$ cat config.mk
export PLATFORM = sky130hd
export DESIGN_NAME = rr_arbiter_8
export DESIGN_NICKNAME = d
export VERILOG_FILES = /design/src/rtl/rr_arbiter_8.sv
export SDC_FILE = /design/constraint.sdc
export NUM_CORES = 1
export LEC_CHECK = 0
export CAP_MARGIN = 10
export CORE_AREA = 2 2 58 60
export CTS_BUF_LIST = sky130_fd_sc_hd__clkbuf_4 sky130_fd_sc_hd__clkbuf_8
export DETAILED_ROUTE_END_ITERATION = 6
export DIE_AREA = 0 0 60 62
export GPL_ROUTABILITY_DRIVEN = 0
export GPL_TIMING_DRIVEN = 0
export MAX_ROUTING_LAYER = met4
export PLACE_DENSITY_LB_ADDON = 0.2
export SYNTH_ARGS = -nofsm -noshare
export SYNTH_HDL_FRONTEND = slang
export SYNTH_SLANG_ARGS = --single-unit
$ cat constraint.sdc
create_clock -name clk -period 10.3 [get_ports clk]
set_clock_uncertainty 0.05 [all_clocks]
set_input_delay 2.06 -clock clk [delete_from_list [all_inputs] [get_ports clk]]
set_output_delay 2.06 -clock clk [all_outputs]
set_load 0.02 [all_outputs]
$ cat src/rtl/rr_arbiter_8.sv
// Eight-way round-robin arbiter with a per-grant hold limit.
// Grants are registered; the pointer rotates past the holder on release or timeout.
module rr_arbiter_8 #(
  parameter int unsigned MAX_HOLD = 16
) (
  input  logic       clk,
  input  logic       rst_n,
  input  logic [7:0] req,
  output logic [7:0] grant,
  output logic [2:0] grant_idx,
  output logic       grant_valid
);

  localparam int unsigned CntW = (MAX_HOLD > 1) ? $clog2(MAX_HOLD) : 1;
  localparam logic [CntW-1:0] CntLast = CntW'(MAX_HOLD - 1);

  typedef enum logic [0:0] {StIdle, StBusy} state_e;

  state_e          r_state;
  logic [2:0]      r_ptr;
  logic [CntW-1:0] r_cnt;
  logic [7:0]      r_grant;
  logic [2:0]      r_grant_idx;
  logic            r_grant_valid;

  logic            w_hold;
  logic [2:0]      w_base;
  logic [15:0]     w_dbl;
  logic [7:0]      w_rot;
  logic            w_found;
  logic [2:0]      w_off;
  logic [2:0]      w_win;

  always_comb begin
    w_hold = (r_state == StBusy) && req[r_grant_idx] && (r_cnt < CntLast);
    // In BUSY the search already starts past the holder, so a release or
    // timeout re-arbitrates in the same cycle with the rotated pointer.
    w_base = (r_state == StBusy) ? r_grant_idx + 3'd1 : r_ptr;
    w_dbl   = {req, req} >> w_base;
    w_rot   = w_dbl[7:0];
    w_found = |w_rot;
    w_off   = 3'd0;
    for (int i = 7; i >= 0; i--) begin
      if (w_rot[i]) begin
        w_off = 3'(i);
      end
    end
    w_win = w_base + w_off;
  end

  always_ff @(posedge clk) begin
    if (!rst_n) begin
      r_state       <= StIdle;
      r_ptr         <= 3'd0;
      r_cnt         <= '0;
      r_grant       <= 8'h00;
      r_grant_idx   <= 3'd0;
      r_grant_valid <= 1'b0;
    end else begin
      case (r_state)
        StIdle: begin
          if (w_found) begin
            r_state       <= StBusy;
            r_grant       <= 8'h01 << w_win;
            r_grant_idx   <= w_win;
            r_grant_valid <= 1'b1;
            r_cnt         <= '0;
          end
        end
        StBusy: begin
          if (w_hold) begin
            r_cnt <= r_cnt + 1'b1;
          end else begin
            r_ptr <= w_base;
            if (w_found) begin
              r_grant       <= 8'h01 << w_win;
              r_grant_idx   <= w_win;
              r_grant_valid <= 1'b1;
              r_cnt         <= '0;
            end else begin
              r_state       <= StIdle;
              r_grant       <= 8'h00;
              r_grant_valid <= 1'b0;
              r_cnt         <= '0;
            end
          end
        end
        default: r_state <= StIdle;
      endcase
    end
  end

  assign grant       = r_grant;
  assign grant_idx   = r_grant_idx;
  assign grant_valid = r_grant_valid;

endmodule

=== After elaboration in Yosys (flattened, before gate mapping) ===
Index checks and enable logic that the tools add are counted.

* Bits in registers: 20
* Latch bits: 0
* RAM bits: 0
* ROM bits: 0
* Memories kept: 0

* Add/subtract/negate cells: 3
* Multiply operators: 0
* Divide/modulo/power cells: 0
* $lt $le $gt $ge: 2
* Equal/unequal tests: 2
* Shifts and indexed selects: 2
* Mux-type cells: 27
* Bitwise gates (word level): 2
* Reduce and logical (&&, ||, !) cells: 5

{| class="wikitable"
|+ Operators by type and width
! kind !! count
|-
| two-way mux 3 bit || 11
|-
| two-way mux 8 bit || 3
|-
| case mux 8 bit (2 select lines) || 1
|-
| right shift 16 x 3 -> 8 bit || 1
|-
| two-way mux 4 bit || 2
|-
| case mux 4 bit (2 select lines) || 1
|-
| OR reduction 8 bit || 1
|-
| left shift 1 x 3 -> 8 bit (first input constant) || 1
|-
| case mux 3 bit (2 select lines) || 1
|-
| two-way mux 1 bit || 5
|-
| adder 4 x 1 -> 4 bit (second input constant) || 1
|-
| < comparator 3 x 4 -> 1 bit (second input constant) || 1
|-
| < comparator 4 bit (second input constant) || 1
|-
| != test 2 bit (second input constant) || 2
|-
| case mux 1 bit (2 select lines) || 2
|-
| AND reduction 2 bit || 2
|-
| adder 3 x 1 -> 3 bit (second input constant) || 1
|-
| adder 3 bit || 1
|-
| binary-select mux 1 bit (select 3 bit) || 1
|-
| logical AND 1 bit || 2
|-
| inverter 1 bit || 2
|}

=== Depth between registers and ports, before layout ===
Gate-level depths: netlist of run 1.

* Word-level depth: 16
* Mapped depth: 18
* Mapped depth without buffers: 16

=== Worst setup path after synthesis of run 1 ===
Ideal clock, no wire load.

* Kind: input port to flip-flop
* Start: input req[1]
* End: register r_grant[7], in the netlist grant[7]
* Setup time: 0.120 ns
* Arrival: 4.637 ns
* Data required time: 10.130 ns
* Setup slack: 5.493 ns
* Cell stages on the path: 15
* Cells stage by stage: mux2i_1 -> mux2i_1 -> mux2i_1 -> or2b_1 -> a21oi_1 -> o31a_1 -> ha_1 -> inv_1 -> fa_1 -> xor2_1 -> or2_0 -> clkbuf_1 -> nor3_1 -> and3_1 -> a211o_1

* Cells in the longest elaborated chain, start to end: 14
* Elaborated cells between the ends (all ways): 23

{| class="wikitable"
|+ Ends and longest elaborated chain
! item !! RTL line !! source
|-
| start, declared || 8 || <nowiki>input logic [7:0] req,</nowiki>
|-
| right shift 16 x 3 -> 8 bit || 39 || <nowiki>w_dbl = {req, req} >> w_base;</nowiki>
|-
| two-way mux 3 bit (8 in series) || 44 || <nowiki>if (w_rot[i]) begin</nowiki>
|-
| adder 3 bit || 48 || <nowiki>w_win = w_base + w_off;</nowiki>
|-
| left shift 1 x 3 -> 8 bit || 64, 76 ||
|-
| two-way mux 8 bit || 75 || <nowiki>if (w_found) begin</nowiki>
|-
| two-way mux 8 bit || 71 || <nowiki>if (w_hold) begin</nowiki>
|-
| case mux 8 bit (2 select lines) || 60 || <nowiki>case (r_state)</nowiki>
|-
| end signal, assigned || 64 || <nowiki>r_grant <= 8'h01 << w_win;</nowiki>
|-
| end signal, assigned || 76 || <nowiki>r_grant <= 8'h01 << w_win;</nowiki>
|-
| end, declared || 22 || <nowiki>logic [7:0] r_grant;</nowiki>
|}

Several ways; a longest one is shown, not always the timed one. The select of a mux whose other input is x is not followed.
A chain may end at the register's enable or synchronous reset.

=== Worst setup path after layout of run 1 ===
* Start: input req[5]
* End: register r_grant[7], in the netlist grant[7]

Same word-level chain as after synthesis.

==> impl_metrics.tcl, run 1 <==
set metrics [dict create \
    rr_startpoint "grant_idx[0]" \
    nFillCells 306 \
    first_iter_violations 45 \
    synthFlopType "dfxtp_1" \
    antenna_found_initial 0 \
    slew_headroom_pct 67.2 \
    drive_gt1_share_pct 14.8 \
    fin_setup_tns_ns 0 \
    synth_fp_nets 173 \
    placed_area_sq_um 1770 \
    firstDrtPassIters 4 \
    vias_per_cell 5.69 \
    tightest_slew_ns 0.482 \
    postLayoutCellArea_sq_um 1790 \
    wl_per_cell_um 14.2 \
    min_path_cells 1 \
    ys_warn_count 0 \
    clkLatencyLatePin_ns 0.30 \
    final_cell_mix "mux2i_1, dfxtp_1, clkdlybuf4s50_1" \
    rsz0062_at_grt "no" \
    synth_seq_area_share_pct 26.5 \
    num_vias 1297 \
    cap_violations 0 \
    ir_drop_mv 0.139 \
    worstReg2RegEnd "grant[7]" \
    finalMaxSlewViolations 0 \
    grt_overflow 0 \
    max_freq_mhz 188 \
    cts_buffer_depth 2 \
    clock-sinks 20 \
    grt_pass1_wl_mm 5.35 \
    cts_tree "built" \
    path_class "in2reg" \
    clock-root-buffer "clkbuf_4" \
    final_antenna_net_count 0 \
    cp-start-kind "primary input" \
    rr_worst_depth 17 \
    grt_pass1_vias 1177 \
    status "completed" \
    grt_max_degree 11 \
    hold_violations 0 \
    synth_largest_area_cell "dfxtp_1" \
    row_count 21 \
    coreArea_sq_um 3180 \
    min_delay_worst_endpoint "grant[5]" \
    critPathCaptureType "flop" \
    yosys-top-cells-area "dfxtp_1, mux2i_1, nor2_1, mux2_2, mux2i_4" \
    crit_fanout 6 \
    synth_seq_cells 20 \
    yosysUniqueCellTypes 44 \
    drcViolationCount 0 \
    netlist_area_sq_um 1510 \
    place_ws_ns 4.64 \
    fin_crit_sh_pct 51.7 \
    timing.final.ws_setup_ns 4.97 \
    r2r_setup_slack_ns 6.09 \
    area_growth_pct 18.6 \
    multi_input_area_sq_um 1040 \
    required_ns 10.45 \
    die_area_sq_um 3720 \
    crit_arrival_ns 5.48 \
    power.density_nw_per_um2 265 \
    ff_latch_area_sq_um 400 \
    routed_wirelength_mm 3.24 \
    syn_inst 159 \
    postCtsHoldBufs 0 \
    grt.total_usage_pct 19.7 \
    diodes 0 \
    cts_resized 0 \
    clkTransAtPathRegs_ns 0.11 \
    ios 22 \
    numCtsBuffers 3 \
    power.leakage_nw 0.783 \
    setup_viol 0 \
    nNetsFinal 198 \
    htreeDepth 1 \
    layout_commonest_cell "mux2i_1" \
    synth.top_cell.area_share_pct 26.5 \
    hp-class "reg2reg" \
    fp.dieH_um 62 \
    async_reset_ff_share_pct 0 \
    syn_avg_cell_area_sq_um 9.49 \
    post_cts_buffers 0 \
    port_buffers 20 \
    start_util_pct 47.5 \
    die_w_um 60 \
    hpwl_mm 2.56 \
    min_from "grant[5]" \
    period_minus_slack_ns 5.33 \
    synth_edf_count 0 \
]
cell type report:
cell class                 count  area share [%]
multi-input combinational    127            57.9
sequential                    20            22.4
timing repair buffer          20            11.2
buffer                         9            3.43
tap                           46            3.22
clock buffer                   3            1.26
inverter                       3           0.629
power by group:
group	internal [mW]	switching, mW
clock network	0.0136	0.0227
logic	0.143	0.185
registers	0.0940	0.0156
critical path: stages:
cell	delay (ns)
clkdlybuf4s50_1	0.44
mux2i_1	0.25
mux2i_1	0.16
mux2i_1	0.27
or2b_1	0.26
a21oi_1	0.16
o31a_1	0.15
ha_1	0.13
inv_1	0.04
fa_1	0.37
xor2_1	0.29
or2_0	0.17
clkbuf_1	0.24
nor3_1	0.07
and3_1	0.18
a211o_1	0.26
stage by stage:
step	power, mW	utilization [%]	hold slack, ns	instances
floorplan	0.363	-	0.418	159
global placement	0.429	55.6	0.398	225
detailed placement	0.438	55.6	0.402	225
CTS	0.476	56.3	0.434	228
global route	0.514	56.3	0.454	228
finish	0.474	56.3	0.428	228
flip-flops by register name, summed over array words and instances, names as in the netlist:
signal and flops:
grant_valid 1, r_state 1, grant 8, r_cnt 4
grant_idx 3, r_ptr 3
metal layers:
layer | GRT usage, % | share of wire [%] | up-vias
met1 | 26.1 | 49 | 613
li1 | - | - | 655
met5 | - | 0 | -
met2 | 31.1 | 47 | 25
met3 | 3.73 | 3.9 | 4
met4 | 4.76 | 0.71 | 0
Yosys cell counts (4+ instances only):
library cell  count
a221o_1           4
nor3_1            8
nand3_1           6
a21oi_1           5
nand2_1          10
mux2_2            4
nand2b_1          4
mux2i_1          25
nor2_1           14
dfxtp_1          20
a211o_1           4
kinds of logic (layout without fill, tap and decap cells):
family                   Yosys count  in the layout  share of synthesized area, %
XOR/XNOR                           2              2                          1.16
AND/OR/NAND/NOR                   59             59                          21.9
buffers and inverters             12             35                          4.81
flip-flops                        20             20                          26.5
multiplexers                      34             34                          26.5
adder cells (fa/ha/maj)            4              4                          3.81
AO/OA/AOI/OAI                     28             28                          15.3
worst max path at each step:
stage | from | to | slack, ns | depth (start not counted)
floorplan | req[1] | grant[7] | 5.49 | 15
global placement | req[5] | grant[7] | 4.71 | 16
detailed placement | req[1] | grant[7] | 4.64 | 16
CTS | req[1] | grant[7] | 4.98 | 16
global route | req[7] | grant[7] | 4.68 | 16
finish | req[5] | grant[7] | 4.97 | 16
Note: power is estimated with default switching activity, not from simulation.
==> run 2: changes to the inputs <==
clock period = 4.3 ns   (was 10.3 ns; I/O delays follow)
==> impl_metrics.tcl, run 2 (synthesis gave the netlist of run 1 again) <==
set metrics [dict create \
    drcViolationCount 0 \
    cts_tree "built" \
    rr_startpoint "grant_idx[0]" \
    cts_buffer_depth 2 \
    p_switching_mw 0.543 \
    clkTransAtPathRegs_ns 0.11 \
    nNetsFinal 199 \
    hp-class "reg2reg" \
    min_from "grant[5]" \
    path_class "in2reg" \
    power.density_nw_per_um2 639 \
    critPathCaptureType "flop" \
    hold_violations 0 \
    path_cells "clkdlybuf4s50_1 > mux2i_1 > mux2i_1 > mux2i_2 > or2b_1 > a21oi_1 > o31a_1 > ha_1 > inv_1 > fa_1 > xor2_2 > or2_0 > clkbuf_2 > nor3_1 > and3_1 > a211o_1" \
    status "completed" \
    hpwl_mm 2.56 \
    ir_drop_mv 0.345 \
    hold_ws_ns 0.428 \
    required_ns 4.45 \
    p_int_mw 0.616 \
    grt.total_usage_pct 19.7 \
    finalMaxSlewViolations 0 \
    layout_commonest_cell "mux2i_1" \
    grt_max_degree 11 \
    vias_per_cell 5.67 \
    row_count 21 \
    die_w_um 60 \
    cp-start-kind "primary input" \
    diodes 0 \
    power_frac_comb_pct 69.7 \
    first_iter_violations 42 \
    power_frac_seq_pct 22.7 \
    die_area_sq_um 3720 \
    final_antenna_net_count 0 \
    place_inst 225 \
    routed_wirelength_mm 3.30 \
    coreArea_sq_um 3180 \
    firstDrtPassIters 4 \
    power_mw 1.16 \
    max_freq_mhz 250 \
    fp.dieH_um 62 \
    postLayoutCellArea_sq_um 1810 \
    antenna_found_initial 0 \
    crit_start "req[5]" \
    tightest_slew_ns 0.502 \
    period_minus_slack_ns 4.00 \
    grt_pass1_wl_mm 5.35 \
    area_growth_pct 20.2 \
    power.leakage_nw 0.787 \
    start_util_pct 47.5 \
    final_cell_mix "mux2i_1, clkdlybuf4s50_1, dfxtp_1" \
    grt_pass1_vias 1177 \
    clock-root-buffer "clkbuf_4" \
    sw_frac_of_total_pct 46.8 \
    critical_path.max_stage_delay_ns 0.44 \
    rsz0062_at_grt "no" \
    num_vias 1298 \
    numCtsBuffers 3 \
    grt_overflow 0 \
    crit_fanout 6 \
    cp_common_cell "mux2i_1" \
    fin_crit_sh_pct 93.0 \
    finalNonFillerCells 229 \
    crit_arrival_ns 4.15 \
    port_buffers 20 \
    placed_area_sq_um 1770 \
    slew_headroom_pct 65.8 \
    wl_per_cell_um 14.4 \
    largest_reg_flops 8 \
    worst_path_max_delay_cell "clkdlybuf4s50_1" \
    clkLatencyLatePin_ns 0.30 \
    cap_violations 0 \
    p_clk_share_pct 7.6 \
    ios 22 \
    drive_gt1_share_pct 18.0 \
    fin_setup_tns_ns 0 \
    htreeDepth 1 \
    clock-sinks 20 \
    setup_viol 0 \
]
-- run 2: routing by layer --
| layer | vias to the layer above | GRT usage (%) | wire length [um] |
|---|---|---|---|
| met5 | - | - | 0 |
| met4 | 0 | 4.76 | 27 |
| met3 | 5 | 3.73 | 99 |
| met2 | 23 | 31.1 | 1540 |
| met1 | 615 | 26.1 | 1640 |
| li1 | 655 | - | - |
-- run 2: path summary, 6_finish.rpt --
path                            slack (ns)  depth (start not counted)  endpoint
worst min register to register        0.43                          1  grant[5]
worst max register to register        0.31                         17  grant[7]
worst min-delay path                  0.43                          1  grant[5]
worst max-delay path                  0.30                         16  grant[7]
-- run 2: layout make-up --
type,instances,area [sq um]
Fill cell,305,1370
Clock buffer,3,22.5
Tap cell,46,57.6
Sequential cell,20,402
Buffer,9,62.6
Inverter,3,11.3
Multi-Input combinational cell,127,1050
Timing Repair Buffer,21,208
-- run 2: stage by stage --
step / util [%] / worst slack [ns]
2_1_floorplan: - / 0.417
3_3_place_gp: 55.6 / -0.0866
3_5_place_dp: 55.6 / -0.155
4_1_cts: 56.3 / 0.0925
5_1_grt: 57.1 / 0.0799
6_report: 57.1 / 0.302
-- run 2: repair_timing --
action	in CTS	in global routing
hold buffers	0	0
resized for setup	0	5
endpoints found under the hold margin	0	0
endpoints found under the setup margin	0	6
setup buffers	0	1
-- run 2: power by group through the flow --
stage               Clock [mW]  Sequential (mW)  Combinational (mW)
finish                  0.0879            0.264               0.807
global route            0.0988            0.269               0.886
CTS                     0.0913            0.262               0.787
detailed placement           0            0.266               0.783
global placement             0            0.265               0.762
floorplan                    0            0.294               0.576
-- run 2: worst max-delay path, delay by kind of cell --
family | cells | cell delay [ns]
fa+ha+maj | 2 | 0.53
mux | 3 | 0.67
xor+xnor | 1 | 0.24
simple gates | 4 | 0.64
compound gates | 3 | 0.57
buf+inv | 3 | 0.66
==> run 3: changes to the inputs <==
CORE_AREA = 2 2 69 71   (was 2 2 58 60)
DIE_AREA = 0 0 71 73   (was 0 0 60 62)
==> impl_metrics.tcl, run 3 (synthesis gave the netlist of run 1 again) <==
set metrics [dict create \
    clkTransAtPathRegs_ns 0.07 \
    clkLatencyLatePin_ns 0.26 \
    grt_pass1_wl_mm 6.00 \
    htreeDepth 1 \
    placed_area_sq_um 1780 \
    port_buffers 20 \
    nNetsFinal 201 \
    die_area_sq_um 5180 \
    coreArea_sq_um 4540 \
    cts_tree "built" \
    required_ns 4.40 \
    rr_worst_depth 18 \
    min_from "grant[5]" \
    min_path_cells 1 \
    tightest_slew_ns 0.481 \
    max_freq_mhz 250 \
    cap_violations 0 \
    cp-start-kind "primary input" \
    setup_viol 0 \
    drive_gt1_share_pct 18.4 \
    place_inst 233 \
    grt_pass1_vias 1290 \
    final_cell_mix "mux2i_1, clkdlybuf4s50_1, dfxtp_1" \
    final_antenna_net_count 0 \
    firstDrtPassIters 4 \
    rsz0062_at_grt "no" \
    r2r_setup_slack_ns 0.38 \
    postCtsHoldBufs 0 \
    hold_violations 0 \
    finalNonFillerCells 239 \
    utilization_pct 41.2 \
    start_util_pct 33.3 \
    wl_per_cell_um 14.5 \
    grt.total_usage_pct 14.8 \
    ir_drop_mv 0.338 \
    area_growth_pct 23.7 \
    power.density_nw_per_um2 653 \
    crit_fanout 6 \
    grt_overflow 0 \
    vias_per_cell 5.54 \
    cts_buffer_depth 2 \
    drcViolationCount 0 \
    postLayoutCellArea_sq_um 1870 \
    hp-class "reg2reg" \
    numCtsBuffers 3 \
    grt_max_degree 11 \
    clock-root-buffer "clkbuf_8" \
    antenna_found_initial 0 \
    die_w_um 71 \
    fp.dieH_um 73 \
    crit_arrival_ns 4.10 \
    clock-sinks 20 \
    largest_reg_flops 8 \
    first_iter_violations 79 \
    min_delay_worst_endpoint "grant[5]" \
    finalMaxSlewViolations 0 \
    slew_headroom_pct 67.3 \
    fin_crit_sh_pct 93.1 \
    power.leakage_nw 0.812 \
    critPathCaptureType "flop" \
    layout_commonest_cell "mux2i_1" \
    ios 22 \
    routed_wirelength_mm 3.46 \
    status "completed" \
    path_class "in2reg" \
    row_count 25 \
    diodes 0 \
    worstReg2RegEnd "grant[7]" \
    period_minus_slack_ns 4.00 \
    hold_ws_ns 0.417 \
    hpwl_mm 2.66 \
    num_vias 1324 \
    power_mw 1.22 \
    rr_startpoint "grant_idx[0]" \
]
-- run 3: metrics by stage --
stage | TNS, ns | setup WS (ns)
6_report | 0 | 0.296
5_1_grt | 0 | 0.0374
4_1_cts | 0 | 0.0582
3_5_place_dp | -0.224 | -0.162
3_3_place_gp | -0.101 | -0.101
2_1_floorplan | 0 | 0.417
-- run 3: where the power goes --
part           switching [mW]  total (mW)  internal, mW
clock                  0.0593       0.122        0.0624
combinational           0.458       0.834         0.376
sequential             0.0365       0.263         0.226
-- run 3: layout make-up --
class,instances,area (sq um)
Timing Repair Buffer,23,235
Clock buffer,3,41.3
Inverter,3,11.3
Sequential cell,20,402
Buffer,9,62.6
Fill cell,437,2670
Tap cell,54,67.6
Multi-Input combinational cell,127,1050
-- run 3: worst max-delay path: stages --
cell	delay (ns)
clkdlybuf4s50_1	0.46
mux2i_1	0.22
mux2i_1	0.17
mux2i_2	0.22
or2b_1	0.25
a21oi_1	0.15
o31a_1	0.16
ha_1	0.14
inv_1	0.05
fa_1	0.40
xor2_2	0.23
or2_0	0.13
clkbuf_2	0.17
nor3_1	0.05
and3_1	0.18
a211o_1	0.26
-- run 3: what timing repair did --
item / 4_1_cts / 5_1_grt
endpoints found under the setup margin: 0 / 6
gates resized for setup: 0 / 5
buffers inserted: 0 / 3
-- run 3: per-layer routing --
layer	share of wire [%]	vias to the layer above	global-route usage [%]
li1	-	652	-
met3	4.8	5	4.01
met1	48	639	19.0
met5	0	-	-
met4	0.92	0	4.40
met2	46	28	22.9
-- run 3: how the worst max path moves through the flow --
stage          slack [ns]       end          from
6_report             0.30  grant[7]        req[5]
5_1_grt              0.04  grant[7]        req[5]
3_5_place_dp        -0.16  grant[7]        req[5]
4_1_cts              0.06  grant[7]  grant_idx[0]
2_1_floorplan        0.42  grant[7]  grant_idx[0]
3_3_place_gp        -0.10  grant[7]        req[1]
